## config.mk

```make
export PLATFORM = sky130hd
export DESIGN_NAME = plane_dist_operands
export DESIGN_NICKNAME = d
export VERILOG_FILES = /design/src/rtl/ray_pkg.sv /design/src/rtl/fixed_mac.sv /design/src/rtl/plane_dist_operands.sv
export SDC_FILE = /design/constraint.sdc
export NUM_CORES = 2
export LEC_CHECK = 0
export CAP_MARGIN = 5
export CORE_MARGIN = 5
export CORE_UTILIZATION = 30
export CTS_CLUSTER_DIAMETER = 50
export DETAILED_ROUTE_END_ITERATION = 10
export SLEW_MARGIN = 15
export SYNTH_ARGS = -nofsm -noshare
export SYNTH_HDL_FRONTEND = slang
export SYNTH_SLANG_ARGS = --single-unit
```

## constraint.sdc

```tcl
create_clock -name clock -period 14 [get_ports clock]
set_input_delay 1.4 -clock clock [delete_from_list [all_inputs] [get_ports clock]]
set_output_delay 1.4 -clock clock [all_outputs]
set_load 0.01 [all_outputs]
```

## src/rtl/ray_pkg.sv

```systemverilog
// Shared FSM type, component indices and fixed-point helpers for the ray path.
// Define PLANE_DIST_SAT_EN for saturating narrowing; otherwise results wrap.
package ray_pkg;

    typedef enum logic [1:0] {
        IDLE,
        LOAD,
        MAC,
        WRITE
    } state_t;

    localparam int X = 0;
    localparam int Y = 1;
    localparam int Z = 2;

    localparam int MAX_W = 64;
    localparam int ACC_W = 2 * MAX_W + 3;

    // Component k of a packed vec3 of w-bit fields, sign-extended to MAX_W.
    function automatic logic [MAX_W-1:0] vec3_comp(
        input logic [3*MAX_W-1:0] v,
        input int                 w,
        input int                 k
    );
        logic [MAX_W-1:0] r;
        for (int i = 0; i < MAX_W; i++)
            r[i] = (i < w) ? v[k*w+i] : v[k*w+w-1];
        return r;
    endfunction

    function automatic logic [MAX_W-1:0] fx_narrow(
        input logic signed [ACC_W-1:0] acc,
        input int                      q,
        input int                      w
    );
        logic signed [ACC_W-1:0] s;
`ifdef PLANE_DIST_SAT_EN
        logic signed [ACC_W-1:0] one;
        logic signed [ACC_W-1:0] hi;
        logic signed [ACC_W-1:0] lo;
`endif
        s = acc >>> q;
`ifdef PLANE_DIST_SAT_EN
        one = {{(ACC_W-1){1'b0}}, 1'b1};
        hi  = (one <<< (w - 1)) - one;
        lo  = -hi - one;
        if (s > hi)
            s = hi;
        else if (s < lo)
            s = lo;
`endif
        return s[MAX_W-1:0];
    endfunction

endpackage

```

## src/rtl/fixed_mac.sv

```systemverilog
// Single signed multiplier feeding a two-entry accumulator bank.
// sel picks the numerator (0) or denominator (1) accumulator.
module fixed_mac #(
    parameter int AW = 32,
    parameter int BW = 33,
    parameter int CW = 67
) (
    input  logic                 clock,
    input  logic                 reset,
    input  logic                 clr,
    input  logic                 en,
    input  logic                 sel,
    input  logic signed [AW-1:0] a,
    input  logic signed [BW-1:0] b,
    output logic signed [CW-1:0] acc_num,
    output logic signed [CW-1:0] acc_den
);

    logic signed [AW+BW-1:0] prod;
    logic signed [CW-1:0]    prod_x;

    assign prod   = a * b;
    assign prod_x = CW'(prod);

    always_ff @(posedge clock or posedge reset) begin
        if (reset) begin
            acc_num <= '0;
            acc_den <= '0;
        end else if (clr) begin
            acc_num <= '0;
            acc_den <= '0;
        end else if (en) begin
            if (sel)
                acc_den <= acc_den + prod_x;
            else
                acc_num <= acc_num + prod_x;
        end
    end

endmodule

```

## src/rtl/plane_dist_operands.sv

```systemverilog
// Ray/plane operand stage: dividend N.(P-O) and divisor N.D over six MAC cycles.
// PLANE_DIST_SAT_EN selects saturating output narrowing.
module plane_dist_operands
    import ray_pkg::*;
#(
    parameter int Q_BITS = 10,
    parameter int D_BITS = 32
) (
    input  logic                     clock,
    input  logic                     reset,
    input  logic [3*D_BITS-1:0]      in_ray_orig,
    input  logic [3*D_BITS-1:0]      in_ray_dir,
    input  logic [3*D_BITS-1:0]      in_plane_pt,
    input  logic [3*D_BITS-1:0]      in_plane_nrm,
    input  logic                     in_empty,
    output logic                     in_rd_en,
    output logic signed [D_BITS-1:0] out_dividend,
    output logic signed [D_BITS-1:0] out_divisor,
    output logic                     out_wr_en,
    input  logic                     out_full
);

    localparam int CW = 2 * D_BITS + 3;

    state_t state, state_nx;
    logic [2:0] k;
    logic [1:0] idx;

    logic signed [D_BITS-1:0] n_r   [3];
    logic signed [D_BITS-1:0] d_r   [3];
    logic signed [D_BITS:0]   pmo_r [3];

    logic signed [D_BITS-1:0] n_in [3];
    logic signed [D_BITS-1:0] d_in [3];
    logic signed [D_BITS-1:0] p_in [3];
    logic signed [D_BITS-1:0] o_in [3];

    logic [3*MAX_W-1:0] ov, dv, pv, nv;

    logic                     mac_clr, mac_en, mac_sel;
    logic signed [D_BITS-1:0] mac_a;
    logic signed [D_BITS:0]   mac_b;
    logic signed [CW-1:0]     acc_num, acc_den;
    logic signed [ACC_W-1:0]  num_w, den_w;

    always_comb begin
        ov = '0;
        dv = '0;
        pv = '0;
        nv = '0;
        ov[3*D_BITS-1:0] = in_ray_orig;
        dv[3*D_BITS-1:0] = in_ray_dir;
        pv[3*D_BITS-1:0] = in_plane_pt;
        nv[3*D_BITS-1:0] = in_plane_nrm;
        for (int i = X; i <= Z; i++) begin
            o_in[i] = D_BITS'(vec3_comp(ov, D_BITS, i));
            d_in[i] = D_BITS'(vec3_comp(dv, D_BITS, i));
            p_in[i] = D_BITS'(vec3_comp(pv, D_BITS, i));
            n_in[i] = D_BITS'(vec3_comp(nv, D_BITS, i));
        end
    end

    always_ff @(posedge clock or posedge reset) begin
        if (reset) begin
            state <= IDLE;
            k     <= '0;
        end else begin
            state <= state_nx;
            k     <= (state == MAC) ? k + 3'd1 : 3'd0;
        end
    end

    always_comb begin
        state_nx = state;
        unique case (state)
            IDLE:  if (!in_empty) state_nx = LOAD;
            LOAD:  state_nx = MAC;
            MAC:   if (k == 3'd5) state_nx = WRITE;
            WRITE: if (!out_full) state_nx = IDLE;
            default: state_nx = IDLE;
        endcase
    end

    always_comb begin
        in_rd_en  = (state == IDLE) && !in_empty && !reset;
        out_wr_en = (state == WRITE) && !out_full;
        mac_clr   = (state == LOAD);
        mac_en    = (state == MAC);
        mac_sel   = (k >= 3'd3);
    end

    // Differences carry one extra bit so P-O can never overflow.
    always_ff @(posedge clock or posedge reset) begin
        if (reset) begin
            for (int i = X; i <= Z; i++) begin
                n_r[i]   <= '0;
                d_r[i]   <= '0;
                pmo_r[i] <= '0;
            end
        end else if (state == LOAD) begin
            for (int i = X; i <= Z; i++) begin
                n_r[i]   <= n_in[i];
                d_r[i]   <= d_in[i];
                pmo_r[i] <= {p_in[i][D_BITS-1], p_in[i]}
                          - {o_in[i][D_BITS-1], o_in[i]};
            end
        end
    end

    always_comb begin
        idx   = mac_sel ? 2'(k - 3'd3) : k[1:0];
        mac_a = n_r[idx];
        mac_b = mac_sel ? {d_r[idx][D_BITS-1], d_r[idx]} : pmo_r[idx];
    end

    fixed_mac #(
        .AW (D_BITS),
        .BW (D_BITS + 1),
        .CW (CW)
    ) u_mac (
        .clock   (clock),
        .reset   (reset),
        .clr     (mac_clr),
        .en      (mac_en),
        .sel     (mac_sel),
        .a       (mac_a),
        .b       (mac_b),
        .acc_num (acc_num),
        .acc_den (acc_den)
    );

    // Outputs derive only from the accumulator registers, so they hold in WRITE.
    always_comb begin
        num_w        = ACC_W'(acc_num);
        den_w        = ACC_W'(acc_den);
        out_dividend = D_BITS'(fx_narrow(num_w, Q_BITS, D_BITS));
        out_divisor  = D_BITS'(fx_narrow(den_w, Q_BITS, D_BITS));
    end

endmodule
```

==> flow_summary.toml <==
[worst_setup_path]
start_kind = "flop"
crit_path_max_fanout = 23
worst_setup_path_end_kind = "flop"
crit_slowest_cell = "o21a_1"
critPathKind = "flop to flop"
critPathRequiredTime_ns = 14.57
crit_top_cell = "fa_1"
arrival_ns = 13.73
slowest_delay_ns = 0.83

[cts]
cts_buffer_depth = 3
cts_root_buf = "clkbuf_16"
cts_tree = "built"
cts_inserted_buffers = 58
clkTransAtPathRegs_ns = 0.06
clock_sinks = 380
clkLatencyLatePin_ns = 0.67
htree_levels = 2

[grt]
grt_pass1_wl_um = 259700
grtUsageTotal = 0.1943
grt_antenna_before_repair = 16
grt_max_degree = 160
grt_pass1_vias = 41542
overflow = 0

[route]
drt-initial-drc-count = 2924
drt.antenna.violating_nets = 0
dr_total_vias = 39727
firstDrtPassIters = 6
drc_errors = 0
vias_per_cell = 4.939
detail_route.wl_per_cell_um = 21.55
totalWireLength_um = 173300

[die]
dieArea_um2 = 174900
initial_core_util = 0.3023
die_h_um = 418.2
ios = 454
die_w_um = 418.2
num_rows = 149
core_um2 = 165400

[timing]
finalSetupViolCount = 0
hold_slack_ns = 0.4856
period_needed_ns = 13.16
timing.slew.headroom = 0.1880
rsz0062_at_grt = "false"
fin_tns_setup_ns = 0
fmax_ghz = 0.07600
finalCritPeriodShare = 0.9398
final-max-slew-violation-count = 0
tightest_slew_ns = 1.218
hold_violations = 0
fin_skew_ns = 0.06268

[synthesis]
synth_cell_type_count = 100
syn_area_um2 = 49990
synth_edf_count = 0
synth_ff_type = "dfrtp_1"
synth_warnings = 0
synth_fp_nets = 6905
ys_seq_area_frac = 0.1902
avgSynthCellArea_um2 = 9.146
ys_ff_latch = 380
async_flop_share = 1.000
netlist_instances = 5465

[run_status]
run_status = "finished, final reports clean"

[worst_hold_path]
hold_path_class = "flop to flop"

[placement]
port_buffers = 453
place.gp.congestion = 0.9448
dp_hpwl_um = 144800

[run]
maxCapViolCount = 0

[final_layout]
layout-drive-gt1-share = 0.09270
syn2layout_area_growth_pct = 17.98
fillers = 16651
utilization = 0.3566
layout.nets = 7238
[flip-flops by register name, summed over array words and instances, names as in the netlist]
register,cells
d_r,96
state,2
pmo_r,99
k,3
u_mac.acc_num,42
n_r,96
u_mac.acc_den,42
[worst paths after layout]
path                             startpoint           endpoint  slack (ns)  cells past startpoint
max                                    k[2]  u_mac.acc_num[41]        0.84                     48
min                        u_mac.acc_num[3]   u_mac.acc_num[3]        0.49                      2
max reg2reg                            k[2]  u_mac.acc_num[41]        0.84                     48
min reg2reg                u_mac.acc_num[3]   u_mac.acc_num[3]        0.49                      2
max in group asynchronous             reset             n_r[0]        9.84                      5
min in group asynchronous             reset          pmo_r[54]        1.31                      2
[layout by cell type, fill, tap and decap left out, types with 15 or more instances in the layout]
| cell type | count |
|---|---|
| ha_1 | 346 |
| nand2_1 | 667 |
| a21oi_1 | 200 |
| and2_1 | 17 |
| nor3_1 | 39 |
| o31ai_1 | 27 |
| fa_1 | 704 |
| a31oi_1 | 20 |
| and3_1 | 25 |
| xor2_1 | 64 |
| o211ai_1 | 15 |
| clkdlybuf4s50_1 | 453 |
| nand2b_1 | 39 |
| inv_1 | 906 |
| mux2i_1 | 60 |
| clkbuf_16 | 58 |
| nor2_1 | 528 |
| o21ai_0 | 168 |
| xnor2_1 | 142 |
| o21ai_1 | 19 |
| a21o_1 | 109 |
| dfrtp_1 | 379 |
| o21a_1 | 56 |
| o21bai_1 | 24 |
| mux2_2 | 252 |
| a211oi_1 | 23 |
| or3_1 | 21 |
| nand3_1 | 81 |
| buf_4 | 94 |
| nor2b_1 | 40 |
[per-stage QoR]
stage | area (um2) | instances | setup WS, ns
after detailed placement | 56730 | 7926 | 0.6454
after global routing | 58970 | 8041 | 0.03969
final | 58970 | 8043 | 0.8429
after global placement | 56730 | 7926 | 0.7352
after floorplan | 49990 | 5465 | 2.043
after CTS | 58910 | 8035 | 0.6004
[metal layers]
metal  track usage  vias to the layer above  part of all wire
met3       0.03591                      237             0.069
met2        0.3200                     1482              0.47
li1              -                    18046                 -
met5             0                        -           0.00059
met1        0.2584                    19948              0.43
met4       0.06391                       14             0.038
[logic make-up after synthesis]
group                    after synthesis  share of synthesized area
AO/OA/AOI/OAI                        807                     0.1080
XOR/XNOR                             210                    0.03780
adder cells (fa/ha/maj)             1052                     0.3691
buffers and inverters               1185                    0.09665
flip-flops                           380                     0.1902
multiplexers                         315                    0.06949
AND/OR/NAND/NOR                     1516                     0.1288
[cells in the mapped netlist, types with 58 or more instances]
| cell type | n | area share |
|---|---|---|
| dfrtp_1 | 380 | 0.19 |
| inv_1 | 907 | 0.068 |
| nor2_1 | 528 | 0.040 |
| fa_1 | 704 | 0.28 |
| o21a_1 | 58 | 0.0087 |
| a21oi_1 | 202 | 0.020 |
| buf_4 | 71 | 0.011 |
| nand3_1 | 81 | 0.0081 |
| a21o_1 | 109 | 0.016 |
| xnor2_1 | 142 | 0.025 |
| mux2i_1 | 61 | 0.012 |
| o21ai_0 | 169 | 0.017 |
| mux2_2 | 252 | 0.057 |
| xor2_1 | 64 | 0.011 |
| ha_1 | 348 | 0.087 |
| clkbuf_1 | 170 | 0.013 |
| nand2_1 | 667 | 0.050 |
[critical path: cells and delay by family, from the launching register on]
| family | cells | cell delay, ns |
|---|---|---|
| simple gates | 12 | 2.29 |
| mux | 1 | 0.26 |
| buf+inv | 7 | 0.43 |
| flops | 1 | 0.72 |
| fa+ha+maj | 11 | 5.16 |
| xor+xnor | 2 | 0.35 |
| compound gates | 15 | 3.82 |
[layout make-up]
type / count / area (um2) / area share
timing repair buffer: 549 / 5280 / 0.08953
clock inverter: 40 / 635.6 / 0.01078
antenna: 7 / 17.52 / 0.0002970
inverter: 908 / 3416 / 0.05792
sequential: 380 / 9510 / 0.1613
multi-input combinational: 3901 / 35820 / 0.6074
clock buffer: 69 / 1553 / 0.02633
tap: 2189 / 2739 / 0.04644
[what timing repair did]
item,CTS,global route
setup buffers,0,0
hold buffers,0,0
resized for setup,0,8
endpoints found under the setup margin,0,3
Power is left out: the tool's default activity adds up to more than one toggle a clock period on the data nets, which glitch-free logic cannot reach.
